$ cat config.mk
export PLATFORM = sky130hd
export DESIGN_NAME = fp_to_int_arb
export DESIGN_NICKNAME = d
export VERILOG_FILES = /design/src/rtl/fp_to_int_arb_pkg.sv /design/src/rtl/fp_to_int_arb_tag_fifo.sv /design/src/rtl/fp_to_int_arb.sv
export SDC_FILE = /design/constraint.sdc
export NUM_CORES = 1
export LEC_CHECK = 0
export CAP_MARGIN = 20
export CORE_AREA = 2 2 197 199
export DETAILED_ROUTE_END_ITERATION = 6
export DIE_AREA = 0 0 199 201
export HOLD_SLACK_MARGIN = 0.15
export PLACE_DENSITY = 0.45
export SYNTH_ARGS = -nofsm -noshare
export SYNTH_HDL_FRONTEND = slang
export SYNTH_SLANG_ARGS = --single-unit
$ cat constraint.sdc
create_clock -name clk -period 6.92 [get_ports clk]
set_input_delay 1.038 -clock clk [delete_from_list [all_inputs] [get_ports clk]]
set_output_delay 1.038 -clock clk [all_outputs]
set_load 0.05 [all_outputs]
$ cat src/rtl/fp_to_int_arb_pkg.sv
// Shared FPU field widths and bundle types
// for the float-to-int issue arbiter.
package fp_to_int_arb_pkg;

  localparam int OP_W     = 3;
  localparam int RM_W     = 3;
  localparam int FFLAGS_W = 5;
  localparam int XLEN     = 64;
  localparam int TAG_W    = 2;

  typedef logic [TAG_W-1:0] req_tag_t;

  typedef struct packed {
    logic [OP_W-1:0] op;
    logic [XLEN-1:0] a;
    logic [RM_W-1:0] rm;
  } fu_req_t;

endpackage

$ cat src/rtl/fp_to_int_arb_tag_fifo.sv
// In-order tag FIFO recording which requester
// owns each operation inside the unit.
module tag_fifo #(
  parameter int W     = 2,
  parameter int DEPTH = 4
) (
  input  logic         clk,
  input  logic         rst,
  input  logic         push_i,
  input  logic         pop_i,
  input  logic [W-1:0] din_i,
  output logic [W-1:0] head_o,
  output logic         full_o,
  output logic         empty_o
);

  localparam int AW = (DEPTH > 1) ? $clog2(DEPTH) : 1;

  logic [W-1:0]  r_mem [DEPTH];
  logic [AW-1:0] r_wptr;
  logic [AW-1:0] r_rptr;
  logic [AW:0]   r_cnt;

  assign head_o  = r_mem[r_rptr];
  assign full_o  = (r_cnt == (AW+1)'(DEPTH));
  assign empty_o = (r_cnt == '0);

  // Pointers wrap naturally; count tracks occupancy
  always_ff @(posedge clk) begin
    if (rst) begin
      r_wptr <= '0;
      r_rptr <= '0;
      r_cnt  <= '0;
    end else begin
      if (push_i) r_wptr <= r_wptr + 1'b1;
      if (pop_i)  r_rptr <= r_rptr + 1'b1;
      if (push_i && !pop_i)
        r_cnt <= r_cnt + 1'b1;
      else if (pop_i && !push_i)
        r_cnt <= r_cnt - 1'b1;
    end
  end

  // Tag storage needs no reset
  always_ff @(posedge clk) begin
    if (push_i) r_mem[r_wptr] <= din_i;
  end

endmodule

$ cat src/rtl/fp_to_int_arb.sv
// Round-robin sharing of one float-to-int unit
// with in-order result steering by tag.
module fp_to_int_arb
  import fp_to_int_arb_pkg::*;
#(
  parameter int NREQ   = 4,
  parameter int TAGW   = 2,
  parameter int QDEPTH = 4
) (
  input  logic                     clk,
  input  logic                     rst,
  input  logic [NREQ-1:0]          req_valid_i,
  output logic [NREQ-1:0]          req_ready_o,
  input  logic [NREQ*OP_W-1:0]     req_op_i,
  input  logic [NREQ*XLEN-1:0]     req_a_i,
  input  logic [NREQ*RM_W-1:0]     req_rm_i,
  output logic [NREQ-1:0]          rsp_valid_o,
  input  logic [NREQ-1:0]          rsp_ready_i,
  output logic [XLEN-1:0]          rsp_result_o,
  output logic [FFLAGS_W-1:0]      rsp_fflags_o,
  output logic                     fu_in_valid_o,
  input  logic                     fu_in_ready_i,
  output logic [OP_W-1:0]          fu_op_o,
  output logic [XLEN-1:0]          fu_a_o,
  output logic [RM_W-1:0]          fu_rm_o,
  input  logic                     fu_out_valid_i,
  output logic                     fu_out_ready_o,
  input  logic [XLEN-1:0]          fu_result_i,
  input  logic [FFLAGS_W-1:0]      fu_fflags_i,
  output logic                     err_o
);

  // First valid requester at or after the pointer
  function automatic logic [TAGW-1:0] rr_pick(
    input logic [NREQ-1:0] v,
    input logic [TAGW-1:0] p
  );
    logic [TAGW-1:0] g;
    logic            f;
    int unsigned     k;
    g = '0;
    f = 1'b0;
    for (int unsigned i = 0; i < NREQ; i++) begin
      k = (32'(p) + i) % NREQ;
      if (!f && v[k]) begin
        g = TAGW'(k);
        f = 1'b1;
      end
    end
    return g;
  endfunction

  logic [TAGW-1:0] r_rr_ptr;
  logic            r_err;
  logic [TAGW-1:0] w_grant;
  logic [TAGW-1:0] w_head;
  logic            w_any;
  logic            w_full;
  logic            w_empty;
  logic            w_pop;
  logic            w_can_push;
  logic            w_fire;
  fu_req_t         w_sel;

  assign w_any      = |req_valid_i;
  assign w_grant    = rr_pick(req_valid_i, r_rr_ptr);
  assign w_pop      = fu_out_valid_i && fu_out_ready_o;
  assign w_can_push = !w_full || w_pop;
  assign w_fire     = fu_in_valid_o && fu_in_ready_i;

  assign fu_in_valid_o  = w_any && w_can_push;
  assign fu_out_ready_o = !w_empty && rsp_ready_i[w_head];
  assign fu_op_o        = w_sel.op;
  assign fu_a_o         = w_sel.a;
  assign fu_rm_o        = w_sel.rm;
  assign rsp_result_o   = fu_result_i;
  assign rsp_fflags_o   = fu_fflags_i;
  assign err_o          = r_err;

  // Request mux and one-hot accept
  always_comb begin
    w_sel       = '0;
    req_ready_o = '0;
    if (w_any) begin
      w_sel.op = req_op_i[w_grant*OP_W +: OP_W];
      w_sel.a  = req_a_i[w_grant*XLEN +: XLEN];
      w_sel.rm = req_rm_i[w_grant*RM_W +: RM_W];
      req_ready_o[w_grant] = fu_in_ready_i && w_can_push;
    end
  end

  // Steer the unit result to the tag owner
  always_comb begin
    rsp_valid_o = '0;
    if (fu_out_valid_i && !w_empty)
      rsp_valid_o[w_head] = 1'b1;
  end

  // Pointer moves past the winner on each issue
  always_ff @(posedge clk) begin
    if (rst) begin
      r_rr_ptr <= '0;
    end else if (w_fire) begin
      if (w_grant == TAGW'(NREQ-1))
        r_rr_ptr <= '0;
      else
        r_rr_ptr <= w_grant + 1'b1;
    end
  end

  // A result with no owner is a sticky fault
  always_ff @(posedge clk) begin
    if (rst)
      r_err <= 1'b0;
    else if (fu_out_valid_i && w_empty)
      r_err <= 1'b1;
  end

  tag_fifo #(
    .W     (TAGW),
    .DEPTH (QDEPTH)
  ) u_tag_fifo (
    .clk     (clk),
    .rst     (rst),
    .push_i  (w_fire),
    .pop_i   (w_pop),
    .din_i   (w_grant),
    .head_o  (w_head),
    .full_o  (w_full),
    .empty_o (w_empty)
  );

endmodule

==> impl_metrics.csv, run 1 <==
group,metric,value,unit
worst_setup_path,crit_arrival,4.88,ns
clocking,cts_setup_buffers,0,
global_route,grt_pass1_vias,5931,
die,die_x,199,µm
global_route,grt_pass1_wl,37800,µm
placed_design,detailedPlace.worstSlack,0.910,ns
synth,avgSynthCellArea,6.59,µm²
global_route,grt_start_max_net_pins,77,
clocking,root_buffer,"clkbuf_16",
cells_and_area,area_growth,88.6,%
sta,relSlewSlack,36.6,%
placed_design,io_buffers,372,
worst_setup_path,critPathTopFamily,"buffers and inverters",
clocking,h-tree-depth,1,
detailed_routing,wirelength,26100,µm
die,coreArea,38100,µm²
clocking,clk_pin_slew,0.05,ns
detailed_routing,final_antenna_net_count,0,
die,dieArea,40000,µm²
worst_setup_path,slowest_delay,0.73,ns
power_and_ir_drop,p_per_area,260,nW/µm²
placed_design,place.gp.congestion,0.803,
clocking,cts_hold_buf,0,
synth,synth.area.top_cells,"a211oi_1 24%, a311oi_1 14%, nand2_1 12%, buf_4 12%, inv_1 6.8%",
worst_setup_path,startpoint_type,"input pin",
cells_and_area,n_fill_cell,4304,
cells_and_area,layout-drive-gt1-share,3.61,%
synth,yosysMostFrequentCell,"a211oi_1",
worst_setup_path,slowest_stage,"clkdlybuf4s50_1",
detailed_routing,drtIter0Drc,170,
synth,ys_types,40,
clocking,clock_path_buffers,2,
clocking,clk_latency,0.25,ns
global_route,grt_util_met3,3.21,%
synth,yosysSeqAreaShare,11.0,%
global_route,top_usage_layer,"met2",
placed_design,place_hpwl,19900,µm
detailed_routing,via_per_inst,4.05,
synth,ys.flop_type,"dfxtp_1",
sta,period_share,85.6,%
power_and_ir_drop,p_leak,2.97,nW
detailed_routing,routedWlPerCell,18.2,µm
synth,yosysWarnings,0,
sta,tightest_slew,0.952,ns
synth,syn-instance-count,662,
synth,ys_ff_latch,20,
detailed_routing,vias,5800,
clocking,cts_tree,"done",
cells_and_area,stdcell_area,8230,µm²
worst_setup_path,crit_chain,"clkdlybuf4s50_1 > clkinv_2 > a22o_1 > a211o_4 > buf_4 > a211oi_1 > a311oi_1 > clkdlybuf4s50_1",
sta,skew,0.00164,ns
worst_hold_path,hp-class,"flop to flop",
worst_setup_path,worstPathRequired,5.88,ns
synth,synth_top_area_cell,"a211oi_1",
worst_setup_path,crit_fanout,55,
worst_setup_path,path_buf_inv,4,
run,drv_cap,0,
worst_setup_path,crit_type,"input pin to output pin",
sta,fmax,169,MHz
placed_design,place_area,8120,µm²
worst_setup_path,cp_common_cell,"clkdlybuf4s50_1",
synth,synth_edf_count,8,
die,pin_count,511,
sta,rsz0062_at_grt,"false",
global_route,grt_use_met1,15.8,%
sta,tns,0,ns
detailed_routing,firstDrtPassIters,4,
clocking,cts_buffers,3,
outcome,status,"finished clean",
global_route,grt.total_usage,12.3,%
die,rows,72,
power_and_ir_drop,ir_drop,101,µV
global_route,antenna_found_initial,2,
sta,maxSlewViolCount,0,
die,die_h,201,µm
die,initial_core_util,11.5,%
global_route,overflow,0,
synth,netlist_area,4360,µm²
sta,timing.final.hold_violations,0,
synth,async_reset_ff_share,0,%
clocking,cts_sinks,20,
worst_setup_path,end_kind,"output pin",
detailed_routing,drc,0,
global_route,grt_use_met2,21.3,%
synth,synth_top_area_share,24.3,%
sta,fin_ws,0.999,ns
synth,synthTopCellsByCount,"141 x a211oi_1, 140 x nand2_1, 79 x inv_1, 70 x a311oi_1, 69 x buf_4",
cells_and_area,multi_input_area,2850,µm²
sta,setup_viol,0,
cells_and_area,finalNetCount,1285,
cells_and_area,post-route-util,21.6,%
synth,syn_nets,1033,
clocking,cts_resized,0,
sta,final_period_minus_worst_setup_slack,5.92,ns
cells_and_area,ff_latch_area,480,µm²
[report_power, final]
group	switching, W	internal (W)
Combinational	0.00115	0.000652
Sequential	0.0000224	0.000153
Clock	0.0000422	0.000115
[path summary, 6_finish.rpt]
check	startpoint	to	slack, ns	cells past startpoint
setup / recovery	req_valid_i[3]	fu_a_o[41]	1.0	8
hold / removal	err_o	err_o	0.47	2
setup reg to reg	flop	u_tag_fifo.r_cnt[2]	3.20	10
hold reg to reg	err_o	err_o	0.47	2
[cell usage in the layout, fill, tap and decap left out, drive strengths merged]
cell,synthesis,routed
nor2b,1,1
nand2,140,140
or3,2,2
o22a,1,1
edfxtp,8,8
a22o,1,1
nand3b,1,1
and2,8,8
buf,76,13
clkbuf,61,3
xor2,2,2
nor4,1,1
bufinv,0,1
a211o,1,1
diode,0,1
nor3,2,2
nand2b,4,4
a21oi,7,7
fa,1,1
a211oi,141,141
a311oi,71,71
o21ai,3,3
xnor2,1,1
inv,80,80
and2b,1,1
dfxtp,12,12
mux4,2,2
mux2,3,3
mux2i,4,4
nor2,15,15
ha,9,9
clkdlybuf4s50,0,371
or3b,1,1
a31oi,1,1
clkinv,1,1
[registers in the layout, summed over array words and instances (netlist names), named ones only]
register	count
r_rr_ptr	2
err_o	1
u_tag_fifo.r_wptr	2
u_tag_fifo.r_rptr	2
u_tag_fifo.r_mem	8
u_tag_fifo.r_cnt	3
[metal layers]
metal / share of wire (%) / up-vias / wire [µm]
met4: 0.53 / 0 / 137
met1: 43 / 2655 / 11300
met5: 0 / - / 0
met2: 48 / 306 / 12600
li1: - / 2827 / -
met3: 7.9 / 12 / 2070
[cell families (layout without fill, tap and decap cells)]
group | Yosys count | in the layout | synth area share [%]
buf+inv | 218 | 469 | 24.9
flops | 20 | 20 | 11.0
fa+ha+maj | 10 | 10 | 3.04
other cells | 0 | 1 | 0
mux | 9 | 9 | 2.81
compound gates | 226 | 226 | 41.0
simple gates | 176 | 176 | 16.7
xor+xnor | 3 | 3 | 0.602
[per-stage QoR]
stage | total power (W) | hold WS, ns | instances
after floorplan | 0.00142 | 0.460 | 662
after global placement | 0.00199 | 0.453 | 1427
after detailed placement | 0.00200 | 0.466 | 1427
after CTS | 0.00216 | 0.479 | 1431
after global routing | 0.00227 | 0.516 | 1431
final | 0.00214 | 0.471 | 1432
[layout make-up]
cell class	instances	share of cell area [%]
antenna	1	0.0304
multi-input combinational	424	34.6
sequential	20	5.84
clock buffer	3	0.912
clock inverter	1	0.365
inverter	81	3.74
timing repair buffer	384	46.6
tap	518	7.88
[worst reg2reg max path, delay by kind of cell, from the launching register on]
family                   cells  cell delay [ns]
AO/OA/AOI/OAI                3             1.09
multiplexers                 1             0.56
buffers and inverters        1             0.06
adder cells (fa/ha/maj)      2             0.67
flip-flops                   1             0.37
AND/OR/NAND/NOR              2             0.72
XOR/XNOR                     1             0.18
(Power assumes the default switching activity.)
==> run 2, diff against run 1 <==
SLEW_MARGIN = 20   (was not set)
==> results of run 2 <==
No change in the layout: final DEF, timing and power equal those of run 1.
==> run 3, diff against run 2 <==
SLEW_MARGIN = 25   (was 20)
==> results of run 3 <==
No change in the layout: final DEF, timing and power equal those of run 1.
